[src/rtl/riscv_mem_arbiter.sv]
// Round-robin arbiter that shares one main-memory block port between the I-cache
// refill port and the D-cache refill/writeback port, one whole transaction at a time.
module riscv_mem_arbiter #(
  parameter int DATA_WIDTH = 128,
  parameter int S_ADDR     = 10
) (
  input  logic                  i_riscv_arb_clk,
  input  logic                  i_riscv_arb_rst,
  input  logic                  i_riscv_arb_imem_rden,
  input  logic [S_ADDR-1:0]     i_riscv_arb_imem_addr,
  output logic                  o_riscv_arb_imem_ready,
  output logic [DATA_WIDTH-1:0] o_riscv_arb_imem_data_out,
  input  logic                  i_riscv_arb_dmem_rden,
  input  logic                  i_riscv_arb_dmem_wren,
  input  logic [S_ADDR-1:0]     i_riscv_arb_dmem_addr,
  input  logic [DATA_WIDTH-1:0] i_riscv_arb_dmem_data_in,
  output logic                  o_riscv_arb_dmem_ready,
  output logic [DATA_WIDTH-1:0] o_riscv_arb_dmem_data_out,
  output logic                  o_riscv_arb_mem_rden,
  output logic                  o_riscv_arb_mem_wren,
  output logic [S_ADDR-1:0]     o_riscv_arb_mem_addr,
  output logic [DATA_WIDTH-1:0] o_riscv_arb_mem_data_in,
  input  logic                  i_riscv_arb_mem_ready,
  input  logic [DATA_WIDTH-1:0] i_riscv_arb_mem_data_out
);

  typedef enum logic [1:0] {IDLE, GNT_I, GNT_D, RECOVER} state_e;
  typedef enum logic {SIDE_I = 1'b0, SIDE_D = 1'b1} side_e;

  state_e                state_q, state_d;
  side_e                 rr_ptr_q, rr_ptr_d;
  logic                  mem_rden_q, mem_rden_d;
  logic                  mem_wren_q, mem_wren_d;
  logic [S_ADDR-1:0]     mem_addr_q, mem_addr_d;
  logic [DATA_WIDTH-1:0] mem_data_q, mem_data_d;
  logic                  imem_ready, dmem_ready;
  logic                  d_req, i_req;

  assign d_req = i_riscv_arb_dmem_rden | i_riscv_arb_dmem_wren;
  assign i_req = i_riscv_arb_imem_rden;

  // NOTE: sequential state uses non-blocking assignments so every register
  // samples the pre-edge values, independent of statement order.
  always_ff @(posedge i_riscv_arb_clk) begin
    if (i_riscv_arb_rst) begin
      state_q    <= IDLE;
      rr_ptr_q   <= SIDE_D;
      mem_rden_q <= 1'b0;
      mem_wren_q <= 1'b0;
      mem_addr_q <= '0;
      mem_data_q <= '0;
    end else begin
      state_q    <= state_d;
      rr_ptr_q   <= rr_ptr_d;
      mem_rden_q <= mem_rden_d;
      mem_wren_q <= mem_wren_d;
      mem_addr_q <= mem_addr_d;
      mem_data_q <= mem_data_d;
    end
  end

  // NOTE: every signal assigned here gets a default first, so no path through
  // the case statement can leave one unassigned and infer a latch.
  always_comb begin
    state_d    = state_q;
    rr_ptr_d   = rr_ptr_q;
    mem_rden_d = mem_rden_q;
    mem_wren_d = mem_wren_q;
    mem_addr_d = mem_addr_q;
    mem_data_d = mem_data_q;
    imem_ready = 1'b0;
    dmem_ready = 1'b0;

    unique case (state_q)
      IDLE: begin
        if (d_req && (!i_req || rr_ptr_q == SIDE_D)) begin
          // A write wins over a simultaneous read from the D-cache.
          state_d    = GNT_D;
          mem_wren_d = i_riscv_arb_dmem_wren;
          mem_rden_d = i_riscv_arb_dmem_rden & ~i_riscv_arb_dmem_wren;
          mem_addr_d = i_riscv_arb_dmem_addr;
          mem_data_d = i_riscv_arb_dmem_data_in;
        end else if (i_req) begin
          state_d    = GNT_I;
          mem_rden_d = 1'b1;
          mem_wren_d = 1'b0;
          mem_addr_d = i_riscv_arb_imem_addr;
          mem_data_d = '0;
        end
      end
      GNT_I, GNT_D: begin
        if (i_riscv_arb_mem_ready && !i_riscv_arb_rst) begin
          imem_ready = (state_q == GNT_I);
          dmem_ready = (state_q == GNT_D);
          rr_ptr_d   = (state_q == GNT_I) ? SIDE_D : SIDE_I;
          state_d    = RECOVER;
          mem_rden_d = 1'b0;
          mem_wren_d = 1'b0;
          mem_addr_d = '0;
          mem_data_d = '0;
        end
      end
      RECOVER: state_d = IDLE;
      default: state_d = IDLE;
    endcase
  end

  assign o_riscv_arb_imem_ready    = imem_ready;
  assign o_riscv_arb_dmem_ready    = dmem_ready;
  assign o_riscv_arb_imem_data_out = i_riscv_arb_mem_data_out;
  assign o_riscv_arb_dmem_data_out = i_riscv_arb_mem_data_out;
  assign o_riscv_arb_mem_rden      = mem_rden_q;
  assign o_riscv_arb_mem_wren      = mem_wren_q;
  assign o_riscv_arb_mem_addr      = mem_addr_q;
  assign o_riscv_arb_mem_data_in   = mem_data_q;

endmodule

[config.mk]
export PLATFORM = sky130hd
export DESIGN_NAME = riscv_mem_arbiter
export DESIGN_NICKNAME = d
export VERILOG_FILES = /design/src/rtl/riscv_mem_arbiter.sv
export SDC_FILE = /design/constraint.sdc
export NUM_CORES = 1
export LEC_CHECK = 0
export ABC_AREA = 0
export CORE_AREA = 8 8 257 259
export CTS_CLUSTER_SIZE = 30
export DETAILED_ROUTE_END_ITERATION = 8
export DIE_AREA = 0 0 265 267
export MAX_ROUTING_LAYER = met4
export PLACE_DENSITY = 0.43
export REMOVE_ABC_BUFFERS = 1
export SKIP_LAST_GASP = 1
export SLEW_MARGIN = 25
export SYNTH_ARGS = -nofsm -noshare
export SYNTH_HDL_FRONTEND = slang
export SYNTH_SLANG_ARGS = --single-unit
[constraint.sdc]
create_clock -name i_riscv_arb_clk -period 2.52 [get_ports i_riscv_arb_clk]
set_input_delay 0.252 -clock i_riscv_arb_clk [delete_from_list [all_inputs] [get_ports i_riscv_arb_clk]]
set_output_delay 0.252 -clock i_riscv_arb_clk [all_outputs]
set_load 0.005 [all_outputs]
==> results.json <==
{
  "worstReg2RegStart": "state_q[1]",
  "drive_gt1_share_pct": 7.99,
  "die-area_um2": 70800,
  "cts.path.max_buffers": 2,
  "whs_endpoint": "o_riscv_arb_mem_data_in[69]",
  "p_sw_share_pct": 33.9,
  "synth_edf_count": 0,
  "htreeDepth": 4,
  "initial_core_util_pct": 10.8,
  "crit_type": "flop to output pin",
  "clock_latency_ns": 0.47,
  "pre_cts_ws_ns": 0.243,
  "crit_fanout": 3,
  "drv_slew": 0,
  "synth_area_per_cell_um2": 10.6,
  "ff2ff_setup_slack_ns": 0.38,
  "clock_power_share_pct": 27.5,
  "maxCapViolCount": 0,
  "grt_pass1_wl_um": 84400,
  "synth_cells": 635,
  "whs_path_depth": 2,
  "postRouteAntennaNets": 0,
  "fin_crit_ns": 2.37,
  "setup-violations-final": 0,
  "whs_ns": 0.368,
  "fmax_mhz": 421,
  "grt_max_degree": 45,
  "cts_tree": "done",
  "fin_skew_ns": 0.00886,
  "reg2regPathDepth": 9,
  "synthArstFlopShare_pct": 0,
  "post-dp-hpwl_um": 63200,
  "clockRootBuffer": "clkbuf_16",
  "finalCritPeriodShare_pct": 94.2,
  "antenna_found_initial": 3,
  "syn2layout_area_growth_pct": 37.7,
  "cp_data_required_time_ns": 2.27,
  "drt_pass1_iterations": 4,
  "finalHoldViolations": 0,
  "synth_area_um2": 6720,
  "hold_path.class": "input port to flop",
  "totalWireLength_um": 71900,
  "startpoint_type": "flop",
  "viasPerCell": 3.57,
  "worst_pin_slew_ns": 0.397,
  "drc_errors": 0,
  "synth_cell_type_count": 28,
  "die_y_um": 267,
  "synth_top_area_share_pct": 42.6,
  "yosysSeqAreaShare_pct": 42.6,
  "cp.arrival_ns": 2.12,
  "hp-start": "i_riscv_arb_dmem_data_in[69]",
  "net-switching-power_w": 0.00327,
  "globalplace.congestion": 0.820,
  "relSlewSlack_pct": 72.8,
  "synth_area_leaders": "dfxtp_1, buf_4, a22o_1, buf_6, mux2i_1",
  "grt.overflow.total": 0,
  "r2r-end": "o_riscv_arb_mem_data_in[65]",
  "grt_use_total_pct": 20.2,
  "wl_per_cell_um": 48.3,
  "io_buffers": 295,
  "clock-sinks": 143,
  "rsz0062_at_grt": "no",
  "ys_ff_latch": 143,
  "crit_path_end_kind": "output pin",
  "ir_drop_mv": 0.496,
  "die_w_um": 265,
  "fp-row-count": 92,
  "p_per_area_nw_per_um2": 1040,
  "ios": 680,
  "synth_most_common_cell": "buf_4",
  "power_frac_comb_pct": 39.5,
  "grt_pass1_vias": 5311,
  "num_vias": 5320,
  "fin_ws_ns": 0.147,
  "finalSetupTns_ns": 0,
  "ys.flop_type": "dfxtp_1",
  "power_frac_seq_pct": 33.0,
  "internal_power_w": 0.00638,
  "numCtsBuffers": 17,
  "cts_hold_buf": 0,
  "clkSlewWorstSetupHoldPaths_ns": 0.07,
  "p_leak_nw": 3.29,
  "dr.first_iter.drc_count": 366,
  "ys.warnings.count": 0,
  "num-fill-cells": 7018,
  "core_area_um2": 62200,
  "ys_top_cells_by_count": "buf_4, dfxtp_1, a22o_1",
  "status": "finished, final reports clean",
  "nNetsFinal": 961,
  "synth_largest_area_cell": "dfxtp_1"
}
[layout by cell type, fill, tap and decap left out]
| cell type | count |
|---|---|
| o21a_1 | 1 |
| ha_4 | 1 |
| o21ai_1 | 10 |
| clkbuf_8 | 2 |
| a211oi_1 | 2 |
| dfxtp_1 | 143 |
| clkinvlp_4 | 3 |
| clkbuf_16 | 17 |
| o21ai_0 | 2 |
| buf_4 | 8 |
| mux2i_1 | 11 |
| nand2b_4 | 1 |
| clkdlybuf4s50_1 | 295 |
| ha_1 | 3 |
| or3_4 | 1 |
| inv_2 | 2 |
| clkinv_4 | 3 |
| nand2_1 | 13 |
| buf_12 | 7 |
| o31a_4 | 1 |
| a21o_1 | 2 |
| nor4b_2 | 1 |
| nand3_1 | 3 |
| nor2_1 | 4 |
| bufinv_16 | 2 |
| nor2b_1 | 1 |
| diode_2 | 2 |
| a22o_1 | 128 |
| o21ai_2 | 1 |
| nand2b_1 | 4 |
| inv_6 | 2 |
| nor2_4 | 2 |
| nor3_1 | 2 |
| inv_1 | 1 |
| clkbuf_1 | 2 |
| and2_1 | 2 |
| a2bb2oi_1 | 1 |
| clkinv_2 | 1 |
| a21oi_1 | 3 |
[through the flow]
step / instance area [um2] / instances / power (W) / utilization (%)
after floorplan: 4480 / 346 / 0.00452 / -
after global placement: 8640 / 1454 / 0.00703 / 13.9
after detailed placement: 8640 / 1454 / 0.00703 / 13.9
after CTS: 9260 / 1487 / 0.00989 / 14.9
after global routing: 9260 / 1489 / 0.0103 / 14.9
final: 9260 / 1489 / 0.00966 / 14.9
[worst max-delay path by stage]
| stage | from | to | slack [ns] | depth (start not counted) |
|---|---|---|---|---|
| final | state_q[1] | o_riscv_arb_imem_ready | 0.15 | 6 |
| after global routing | state_q[1] | o_riscv_arb_imem_ready | 0.005 | 6 |
| after CTS | state_q[0] | o_riscv_arb_imem_ready | 0.04 | 6 |
| after detailed placement | state_q[1] | o_riscv_arb_imem_ready | 0.24 | 6 |
| after global placement | state_q[1] | o_riscv_arb_dmem_ready | 0.27 | 6 |
| after floorplan | state_q[0] | o_riscv_arb_mem_data_in[0] | -0.53 | 6 |
[timing repair]
action                     4_1_cts  5_1_grt
gates cloned                     0        0
pin swaps                        2        1
buffers inserted                 1        0
gates resized for setup          5        1
setup endpoints to repair        2        2
[critical path, cell delays in order (launching register included)]
cell	delay (ns)
dfxtp_1	0.38
inv_2	0.08
ha_4	0.27
nand2_1	0.09
nor2_4	0.17
and2_1	0.15
clkdlybuf4s50_1	0.51
[state kept, by name, indices dropped and copies added (netlist names)]
name and count:
o_riscv_arb_mem_addr 10, o_riscv_arb_mem_data_in 128, o_riscv_arb_mem_rden 1, o_riscv_arb_mem_wren 1, rr_ptr_q 1, state_q 2
[cell type report]
class                      count  area, um2  area share, %
timing repair buffer         310       3150           34.0
sequential                   143       2860           30.9
multi-input combinational    200       1640           17.7
tap                          799       1000           10.8
clock buffer                  21        460           4.97
clock inverter                11        131           1.42
inverter                       3       11.3          0.122
antenna                        2       5.00         0.0540
[power by group through the flow]
stage                     Clock [W]  Sequential (W)  Combinational [W]
after global routing        0.00288         0.00326            0.00411
after detailed placement          0         0.00321            0.00382
after global placement            0         0.00322            0.00382
after floorplan                   0         0.00325            0.00127
final                       0.00266         0.00319            0.00381
after CTS                   0.00281         0.00319            0.00389
[layer usage]
| metal | routed length (um) | GRT usage, % | up-vias |
|---|---|---|---|
| met2 | 31500 | 30.2 | 857 |
| met4 | 949 | 3.61 | 0 |
| met3 | 20100 | 27.4 | 52 |
| met5 | 0 | - | - |
| li1 | - | - | 2029 |
| met1 | 19300 | 14.2 | 2382 |
[logic make-up after synthesis]
| logic type | after synthesis | synth area share [%] |
|---|---|---|
| and+or+nand+nor | 34 | 2.79 |
| muxes | 11 | 1.64 |
| AOI/OAI and AO/OA | 151 | 18.7 |
| adders and majority gates | 4 | 0.744 |
| DFF | 143 | 42.6 |
| buffers and inverters | 292 | 33.6 |
No activity file was read; power rests on OpenSTA's default activity.
